===== src/rtl/admo_div_if.sv =====
// Request/response bundle between the execute stage and the iterative divider.
// The requester sits on the master side, the divider on the slave side.
interface admo_div_if #(
  parameter int DATA_WIDTH = 32
);
  logic                  start_i;
  logic [1:0]            op_i;
  logic [DATA_WIDTH-1:0] operand_a_i;
  logic [DATA_WIDTH-1:0] operand_b_i;
  logic                  kill_i;
  logic                  busy_o;
  logic                  valid_o;
  logic [DATA_WIDTH-1:0] result_o;

  modport master (
    output start_i, op_i, operand_a_i, operand_b_i, kill_i,
    input  busy_o, valid_o, result_o
  );

  modport slave (
    input  start_i, op_i, operand_a_i, operand_b_i, kill_i,
    output busy_o, valid_o, result_o
  );
endinterface


===== src/rtl/admo_div.sv =====
// Restoring divider for RV32M DIV/DIVU/REM/REMU: one quotient bit per cycle on
// operand magnitudes, with the sign fix-up folded into the registered result.
module admo_div #(
  parameter int DATA_WIDTH = 32,
  parameter int CNT_WIDTH  = 6
) (
  input logic       clk_i,
  input logic       rst_ni,
  admo_div_if.slave bus
);
  localparam int W = DATA_WIDTH;

  typedef enum logic [1:0] {S_IDLE, S_CALC, S_DONE} state_e;

  function automatic logic [W-1:0] neg_if(input logic en, input logic [W-1:0] v);
    return en ? (~v + W'(1)) : v;
  endfunction

  state_e               state_q, state_d;
  logic [CNT_WIDTH-1:0] cnt_q, cnt_d;
  logic [W-1:0]         rem_q, rem_d;
  logic [W-1:0]         quo_q, quo_d;
  logic [W-1:0]         div_q, div_d;
  logic [W-1:0]         result_q, result_d;
  logic                 negq_q, negq_d;
  logic                 negr_q, negr_d;
  logic                 isrem_q, isrem_d;

  logic                 sign_a, sign_b;
  logic [W-1:0]         a_mag, b_mag;
  logic [W:0]           rem_sh, diff;
  logic [W-1:0]         rem_nx, quo_nx;

  // Signed ops work on magnitudes; 0x80000000 stays 2^31 read as unsigned.
  assign sign_a = ~bus.op_i[0] & bus.operand_a_i[W-1];
  assign sign_b = ~bus.op_i[0] & bus.operand_b_i[W-1];
  assign a_mag  = neg_if(sign_a, bus.operand_a_i);
  assign b_mag  = neg_if(sign_b, bus.operand_b_i);

  assign rem_sh = {rem_q, quo_q[W-1]};
  assign diff   = rem_sh - {1'b0, div_q};
  assign rem_nx = diff[W] ? rem_sh[W-1:0] : diff[W-1:0];
  assign quo_nx = {quo_q[W-2:0], ~diff[W]};

  always_comb begin
    state_d  = state_q;
    cnt_d    = cnt_q;
    rem_d    = rem_q;
    quo_d    = quo_q;
    div_d    = div_q;
    result_d = result_q;
    negq_d   = negq_q;
    negr_d   = negr_q;
    isrem_d  = isrem_q;
    if (bus.kill_i) begin
      state_d = S_IDLE;
    end else begin
      case (state_q)
        S_IDLE: begin
          if (bus.start_i) begin
            if (bus.operand_b_i == '0) begin
              state_d  = S_DONE;
              result_d = bus.op_i[1] ? bus.operand_a_i : '1;
            end else begin
              state_d = S_CALC;
              cnt_d   = CNT_WIDTH'(W);
              rem_d   = '0;
              quo_d   = a_mag;
              div_d   = b_mag;
              negq_d  = sign_a ^ sign_b;
              negr_d  = sign_a;
              isrem_d = bus.op_i[1];
            end
          end
        end
        S_CALC: begin
          rem_d = rem_nx;
          quo_d = quo_nx;
          cnt_d = cnt_q - CNT_WIDTH'(1);
          if (cnt_q == CNT_WIDTH'(1)) begin
            state_d  = S_DONE;
            result_d = isrem_q ? neg_if(negr_q, rem_nx) : neg_if(negq_q, quo_nx);
          end
        end
        S_DONE:  state_d = S_IDLE;
        default: state_d = S_IDLE;
      endcase
    end
  end

  always_ff @(posedge clk_i or negedge rst_ni) begin
    if (!rst_ni) begin
      state_q  <= S_IDLE;
      cnt_q    <= '0;
      rem_q    <= '0;
      quo_q    <= '0;
      div_q    <= '0;
      result_q <= '0;
      negq_q   <= 1'b0;
      negr_q   <= 1'b0;
      isrem_q  <= 1'b0;
    end else begin
      state_q  <= state_d;
      cnt_q    <= cnt_d;
      rem_q    <= rem_d;
      quo_q    <= quo_d;
      div_q    <= div_d;
      result_q <= result_d;
      negq_q   <= negq_d;
      negr_q   <= negr_d;
      isrem_q  <= isrem_d;
    end
  end

  // A flush landing in DONE suppresses the pulse in that same cycle.
  assign bus.busy_o   = (state_q != S_IDLE);
  assign bus.valid_o  = (state_q == S_DONE) & ~bus.kill_i;
  assign bus.result_o = result_q;
endmodule


===== src/flat_wrapper.sv =====
// flat-port wrapper written by rule: the top's interface ports become plain ports
module admo_div_flat 
#(
  parameter int DATA_WIDTH = 32,
  parameter int CNT_WIDTH  = 6
)
  (clk_i, rst_ni, bus_start_i, bus_op_i, bus_operand_a_i, bus_operand_b_i, bus_kill_i, bus_busy_o, bus_valid_o, bus_result_o);
  admo_div_if #(.DATA_WIDTH(DATA_WIDTH)) bus_i ();
  input logic clk_i;
  input logic rst_ni;
  input wire logic [$bits(bus_i.start_i)-1:0] bus_start_i;
  input wire logic [$bits(bus_i.op_i)-1:0] bus_op_i;
  input wire logic [$bits(bus_i.operand_a_i)-1:0] bus_operand_a_i;
  input wire logic [$bits(bus_i.operand_b_i)-1:0] bus_operand_b_i;
  input wire logic [$bits(bus_i.kill_i)-1:0] bus_kill_i;
  output wire logic [$bits(bus_i.busy_o)-1:0] bus_busy_o;
  output wire logic [$bits(bus_i.valid_o)-1:0] bus_valid_o;
  output wire logic [$bits(bus_i.result_o)-1:0] bus_result_o;
  assign bus_i.start_i = bus_start_i;
  assign bus_i.op_i = bus_op_i;
  assign bus_i.operand_a_i = bus_operand_a_i;
  assign bus_i.operand_b_i = bus_operand_b_i;
  assign bus_i.kill_i = bus_kill_i;
  assign bus_busy_o = bus_i.busy_o;
  assign bus_valid_o = bus_i.valid_o;
  assign bus_result_o = bus_i.result_o;
  admo_div #(.DATA_WIDTH(DATA_WIDTH), .CNT_WIDTH(CNT_WIDTH)) u_core (.clk_i(clk_i), .rst_ni(rst_ni), .bus(bus_i));
endmodule

===== config.mk =====
export PLATFORM = sky130hd
export DESIGN_NAME = admo_div_flat
export DESIGN_NICKNAME = d
export VERILOG_FILES = /design/src/rtl/admo_div_if.sv /design/src/rtl/admo_div.sv /design/src/flat_wrapper.sv
export SDC_FILE = /design/constraint.sdc
export NUM_CORES = 1
export LEC_CHECK = 0
export CAP_MARGIN = 20
export CELL_PAD_IN_SITES_DETAIL_PLACEMENT = 0
export CELL_PAD_IN_SITES_GLOBAL_PLACEMENT = 1
export CORE_MARGIN = 4
export CORE_UTILIZATION = 40
export DETAILED_ROUTE_END_ITERATION = 8
export PLACE_DENSITY = 0.84
export SLEW_MARGIN = 20
export SYNTH_ARGS = -nofsm -noshare
export SYNTH_HDL_FRONTEND = slang
export SYNTH_SLANG_ARGS = --single-unit
export TNS_END_PERCENT = 100

===== constraint.sdc =====
create_clock -name clk_i -period 6.4 [get_ports clk_i]
set_input_delay 0.96 -clock clk_i [delete_from_list [all_inputs] [get_ports clk_i]]
set_output_delay 0.96 -clock clk_i [all_outputs]
set_load 0.05 [all_outputs]

==> results of run 1 <==
## metrics by stage
stage | setup WS (ns) | utilization [%] | cells
2_1_floorplan | 1.37 | - | 1522
3_3_place_gp | 1.06 | 45.4 | 1946
3_5_place_dp | 0.882 | 45.4 | 1946
4_1_cts | 0.860 | 47.5 | 1977
5_1_grt | 0.305 | 47.5 | 1977
6_report | 0.806 | 47.5 | 1977
## area by class of cell
class	instances	share of cell area, %
Timing Repair Buffer	126	8.79
Inverter	53	1.45
Clock buffer	17	3.10
Tap cell	384	3.50
Clock inverter	14	1.42
Sequential cell	139	25.4
Multi-Input combinational cell	1244	56.4
## power breakdown
group	switching, uW	leakage, uW	internal (uW)
sequential	419	0.00175	1270
combinational	3820	0.00350	2130
clock	422	0.000292	652
total	4660	0.00554	4050
## flip-flops by register name, summed over array words and instances, names as in the netlist
name,count
u_core.rem_q,32
u_core.state_q,2
u_core.negq_q,1
u_core.bus.result_o,32
u_core.isrem_q,1
u_core.quo_q,32
u_core.div_q,32
u_core.cnt_q,6
u_core.negr_q,1
## routing by layer
| layer | routed length [um] | track usage (%) |
|---|---|---|
| met5 | 0 | 0 |
| met3 | 2220 | 3.02 |
| met4 | 1120 | 6.92 |
| met1 | 17400 | 34.4 |
| met2 | 18200 | 39.1 |
## worst max path at each step
stage	startpoint	endpoint	slack, ns	cells after the start
after detailed placement	u_core.quo_q[31]$_DFFE_PN0P_	u_core.bus.result_o[30]$_DFFE_PN0P_	0.88	22
after CTS	u_core.quo_q[31]$_DFFE_PN0P_	u_core.bus.result_o[30]$_DFFE_PN0P_	0.86	22
after floorplan	u_core.quo_q[31]$_DFFE_PN0P_	u_core.bus.result_o[28]$_DFFE_PN0P_	1.37	26
after global placement	u_core.quo_q[31]$_DFFE_PN0P_	u_core.bus.result_o[30]$_DFFE_PN0P_	1.06	22
after global routing	u_core.rem_q[6]$_DFFE_PN0P_	u_core.bus.result_o[30]$_DFFE_PN0P_	0.30	20
final	u_core.quo_q[31]$_DFFE_PN0P_	u_core.bus.result_o[30]$_DFFE_PN0P_	0.81	22
## synth_stat cells (5+ instances only)
cell type    n
nand2b_1    14
o22ai_1     15
nor4_1      21
or4_1       13
xor2_1      54
and3_1       5
buf_2       17
o31ai_1     23
a21o_1      17
a211oi_1    11
a211o_1      5
o211ai_1    14
buf_1        5
nand3b_1     8
or2_2       11
o21ai_0    193
or3_1       40
nor3_1      32
o21a_1      10
nor3b_1      5
a22o_1       5
o221ai_1     8
nand3_1     19
o41ai_1     15
o21ai_1     13
nand4_1      9
mux2i_1     27
inv_1       52
nor2_1     115
xnor2_1     74
nor2b_1     10
ha_1        38
clkbuf_1    60
dfrtp_1    139
nand2_1    203
a31oi_1     10
a21oi_1    126
## critical path, delay by kind of cell (launching register included)
kind                     cells  cell delay [ns]
AO/OA/AOI/OAI                9             2.44
AND/OR/NAND/NOR              6             1.20
adder cells (fa/ha/maj)      3             0.89
flip-flops                   1             0.37
buffers and inverters        3             0.35
XOR/XNOR                     1             0.19
## cells by family after synthesis
group / after synthesis
compound gates: 516
flops: 139
buf+inv: 139
fa+ha+maj: 39
xor+xnor: 128
simple gates: 530
mux: 31
==> out/results.ini, run 1 <==
[outcome]
outcome = complete, no violations

[clocking]
numCtsBuffers = 17
post_cts_buffers = 0
clockBufferDepth = 2
ctsResizeCount = 0
cts_sinks = 139
cts_tree = built
cts_hold_buffers = 0
h-tree-depth = 4
clk_latency_ns = 0.43
ctsRootBufferMaster = clkbuf_16
clk_pin_slew_ns = 0.07

[floorplan]
io-pin-count = 104
fp-row-count = 62
die_area_sq_mm = 0.0321
die_x_um = 179
die_h_um = 179
start_util_pct = 40.7
core-area_sq_mm = 0.0289

[timing]
drv_slew = 0
worst_pin_slew_ns = 1.09
setup_viol = 0
max_freq_ghz = 0.179
timing.hold.ws_ns = 0.486
skew_ns = 0.0136
fin_crit_sh_pct = 87.4
fin_setup_tns_ns = 0
maxSlewHeadroom_pct = 27.3
finalCriticalPeriod_ns = 5.59
hold_viol_final = 0
rsz0062_at_grt = no

[placed_design]
place_congestion = 0.928
dpl_cell_area_sq_mm = 0.0131
hpwl_mm = 29.0
io_buffers = 103

[cells_and_area]
multiInputGateArea_sq_mm = 0.00773
drive_above_1_share_pct = 6.47
nets = 1690
final_common_cell = nand2_1
seqCellArea_sq_mm = 0.00348
design_area_sq_mm = 0.0137
final.fill_count = 2883
antenna_cells = 0
mostFrequentLayoutCells = nand2_1, o21ai_0, dfrtp_1, a21oi_1, nor2_1
area_growth_pct = 16.9

[logic_synthesis]
ys.flop_type = dfrtp_1
synthAdderAreaFrac_pct = 4.22
synth_area_leader_cell = dfrtp_1
synth_compound_area_share_pct = 27.1
synth_area_leaders = dfrtp_1, o21ai_0, nand2_1, xnor2_1, a21oi_1
synth_cell_type_count = 88
synth_simple_gate_area_share_pct = 21.9
synth_edf_count = 0
synth.net_count = 1631
post_synth_instance_area_sq_mm = 0.0117
syn_avg_cell_area_sq_um = 7.71
ys_seq_elements = 139
synth_top_family_by_area = compound AO/OA/AOI/OAI gates
ys_async_sr_fraction_pct = 100
yosysWarnings = 0
syn_inst = 1522
synthMuxAreaShare_pct = 2.69
ys_seq_area_share_pct = 29.6
synth-xor-area-share_pct = 9.55
synth_top_area_share_pct = 29.6

[power_and_ir_drop]
fin_total_pwr_uw = 8720
ir_worst_vdd_v = 0.000379
p_per_area_mw_per_mm2 = 636
power_leakage_uw = 0.00554

[grt]
grt_pass1_wl_mm = 62.1
grt_max_degree = 99
grt_pass1_vias = 11293
grt_usage_pct = 24.3
grt-ovfl-total = 0
antenna_found_initial = 0

[worst_setup_path]
cp_max_fo = 14
worstSetupPathType = reg2reg
worst_path_max_delay_cell = or4_1
crit_path_start_kind = register
slowest_delay_ns = 0.59
cp-end-kind = register
arrival_ns = 5.88
ff2ff_setup_slack_ns = 0.81
regToRegStartpoint = u_core.quo_q[31]$_DFFE_PN0P_
cp_common_cell = nor2_1
cp_cell_sequence = inv_1, ha_1, fa_1, nor2b_4, o31a_1, o21ai_2, a211oi_2, o21a_1, nor2_8, inv_2, nor2_1, a21oi_1, ha_1, inv_1, or4_1, nor2_1, o21ai_0, nor2_1, o21ai_1, o41ai_1, xnor2_1, o221ai_2
worstReg2RegEnd = u_core.bus.result_o[30]$_DFFE_PN0P_
r2r_cells = 22
crit_required_ns = 6.69

[hold_path]
hp-class = reg2reg
min_path_cells = 2
whs_endpoint = u_core.bus.result_o[17]$_DFFE_PN0P_
hold_start = u_core.bus.result_o[17]$_DFFE_PN0P_

[route]
ant_nets = 0
num_vias = 11750
viasPerCell = 5.94
drc_errors = 0
drt-total-wl_mm = 39.0
avgRoutedWirePerCell_um = 19.7
drt_iter0_drc = 1072
first_pass_iters = 5

[flow_run]
max_cap_viol_count = 0

Note: power is estimated with default switching activity, not from simulation.
==> inputs of run 2 (changes only) <==
Settings changed: CORE_UTILIZATION 40 to 44, PLACE_DENSITY 0.84 to 0.91.
==> out/results.ini, run 2 (synthesized netlist as in run 1, its figures left out) <==
[clocking]
h-tree-depth = 4  ; unchanged
post_cts_buffers = 0  ; unchanged
clockBufferDepth = 2  ; unchanged
clk_pin_slew_ns = 0.07  ; about the same
clk_latency_ns = 0.44  ; about the same
ctsResizeCount = 0  ; unchanged
cts_tree = built
cts_hold_buffers = 0  ; unchanged
cts_sinks = 139  ; unchanged
ctsRootBufferMaster = clkbuf_16
numCtsBuffers = 17  ; unchanged

[floorplan]
fp-row-count = 59  ; -4.8%
core-area_sq_mm = 0.0261  ; -9.4%
start_util_pct = 44.9  ; +4.2 points
io-pin-count = 104  ; unchanged
die_area_sq_mm = 0.0293  ; -8.7%
die_h_um = 171  ; -4.4%
die_x_um = 171  ; -4.4%

[cells_and_area]
layout.cells.non_filler = 1928  ; -2.5%
antenna_cells = 0  ; unchanged
mostFrequentLayoutCells = nand2_1, o21ai_0, dfrtp_1, a21oi_1, nor2_1
nets = 1689  ; -0.059%
final.fill_count = 2570  ; -11%
drive_above_1_share_pct = 6.47  ; unchanged
area_growth_pct = 16.4
multiInputGateArea_sq_mm = 0.00773  ; unchanged
design_area_sq_mm = 0.0137  ; -0.42%
seqCellArea_sq_mm = 0.00348  ; unchanged
final_common_cell = nand2_1

[timing]
maxSlewHeadroom_pct = 25.7  ; -1.6 points
finalCriticalPeriod_ns = 5.60  ; +0.00642 ns
fin_setup_tns_ns = 0  ; unchanged
hold_viol_final = 0  ; unchanged
drv_slew = 0  ; unchanged
max_freq_ghz = 0.179  ; -0.11%
fin_ws_ns = 0.799  ; -0.00642 ns
fin_crit_sh_pct = 87.5  ; +0.10 points
setup_viol = 0  ; unchanged
skew_ns = 0.00940  ; -0.00422 ns
worst_pin_slew_ns = 1.11  ; +0.0236 ns
rsz0062_at_grt = no

[grt]
grt_pass1_vias = 10964  ; -2.9%
grt_pass1_wl_mm = 60.7  ; -2.3%
antenna_found_initial = 1  ; +1
grt_usage_pct = 25.8  ; +1.5 points
met2_usage_pct = 41.1  ; +2.1 points
busiest_layer = met2
grt_max_degree = 99  ; unchanged
grt-ovfl-total = 0  ; unchanged
grt_use_met3_pct = 3.63  ; +0.62 points
met1_usage_pct = 36.3  ; +2.0 points

[power_and_ir_drop]
p_per_area_mw_per_mm2 = 636  ; about the same
power_leakage_uw = 0.00554  ; +0.10%
fin_total_pwr_uw = 8680  ; -0.37%
ir_worst_vdd_v = 0.000462  ; +22%

[route]
drc_errors = 0  ; unchanged
ant_nets = 0  ; unchanged
first_pass_iters = 6  ; +1
drt_iter0_drc = 1140  ; +6.3%
num_vias = 11806  ; +0.48%
drt-total-wl_mm = 38.2  ; -2.0%
viasPerCell = 6.12  ; +3.0%
avgRoutedWirePerCell_um = 19.8  ; +0.50%

[placed_design]
io_buffers = 103  ; unchanged
dpl_cell_area_sq_mm = 0.0130  ; -0.60%
pre_cts_ws_ns = 0.862  ; -0.0202 ns
hpwl_mm = 28.1  ; -3.2%
place_congestion = 0.924  ; -0.33%
place_inst = 1895  ; -2.6%

[worst_setup_path]
r2r_cells = 22  ; unchanged
cp_max_fo = 17  ; +3
arrival_ns = 5.96  ; +0.08 ns
crit_path_start_kind = register
cp-end-kind = register
worstSetupPathType = reg2reg
crit_required_ns = 6.76  ; +0.07 ns

[outcome]
outcome = complete, no violations

[flow_run]
max_cap_viol_count = 0  ; unchanged

[hold_path]
hp-class = reg2reg
min_path_cells = 2  ; unchanged

run 2: cell types whose count changed in the layout (fill, tap and decap cells not counted), sizes merged:
cell	before	now
inv	55	59
bufinv	4	3
clkinvlp	4	2
clkbuf	17	18
buf	24	23
clkinv	4	3
run 2: metrics by stage:
| step | util, % | hold WS, ns |
|---|---|---|
| global placement | 49.8 | 0.460 |
| detailed placement | 49.8 | 0.473 |
| finish | 52.3 | 0.482 |
| CTS | 52.2 | 0.488 |
| global route | 52.3 | 0.516 |
| floorplan | - | 0.456 |
run 2: metal layers:
layer  wire length [um]  vias to the layer above
li1                   -                     5623
met1              16900                     5697
met2              17900                      413
met3               2410                       71
met4                995                        2
met5                 13                        -
run 2: critical path, cell delays in order (launching register included):
cell	delay [ns]
dfrtp_1	0.36
inv_1	0.06
ha_1	0.22
fa_1	0.45
nor2b_4	0.18
o31a_1	0.20
o21ai_2	0.13
a211oi_2	0.38
o21a_1	0.52
nor2_8	0.07
inv_2	0.26
nor2_1	0.08
a21oi_1	0.24
ha_1	0.23
inv_1	0.08
or4_1	0.59
nor2_1	0.11
o21ai_0	0.23
o32ai_2	0.33
nand2_1	0.09
or3b_1	0.36
a41o_1	0.24
a21oi_1	0.13
run 2: final timing paths:
path / from / to / slack, ns
worst max-delay path: u_core.quo_q[31]$_DFFE_PN0P_ / u_core.bus.result_o[24]$_DFFE_PN0P_ / 0.80
worst min-delay path: u_core.bus.result_o[21]$_DFFE_PN0P_ / u_core.bus.result_o[21]$_DFFE_PN0P_ / 0.48
worst max register to register: u_core.quo_q[31]$_DFFE_PN0P_ / u_core.bus.result_o[24]$_DFFE_PN0P_ / 0.80
worst min register to register: u_core.bus.result_o[21]$_DFFE_PN0P_ / u_core.bus.result_o[21]$_DFFE_PN0P_ / 0.48
max in group asynchronous: rst_ni / u_core.bus.result_o[24]$_DFFE_PN0P_ / 4.44
min in group asynchronous: rst_ni / u_core.quo_q[25]$_DFFE_PN0P_ / 0.57
run 2: power by group:
part           leakage, uW  total (uW)  switching (uW)  internal [uW]
Combinational      0.00350        5930            3790           2140
Clock             0.000299        1070             440            632
Sequential         0.00175        1690             421           1270
Total              0.00554        8680            4650           4040
run 2: area by class of cell:
| type | count | area share [%] |
|---|---|---|
| clock buffer | 18 | 3.22 |
| multi-input combinational | 1244 | 56.6 |
| sequential | 139 | 25.5 |
| clock inverter | 14 | 1.32 |
| tap | 335 | 3.07 |
| inverter | 53 | 1.46 |
| timing repair buffer | 125 | 8.86 |
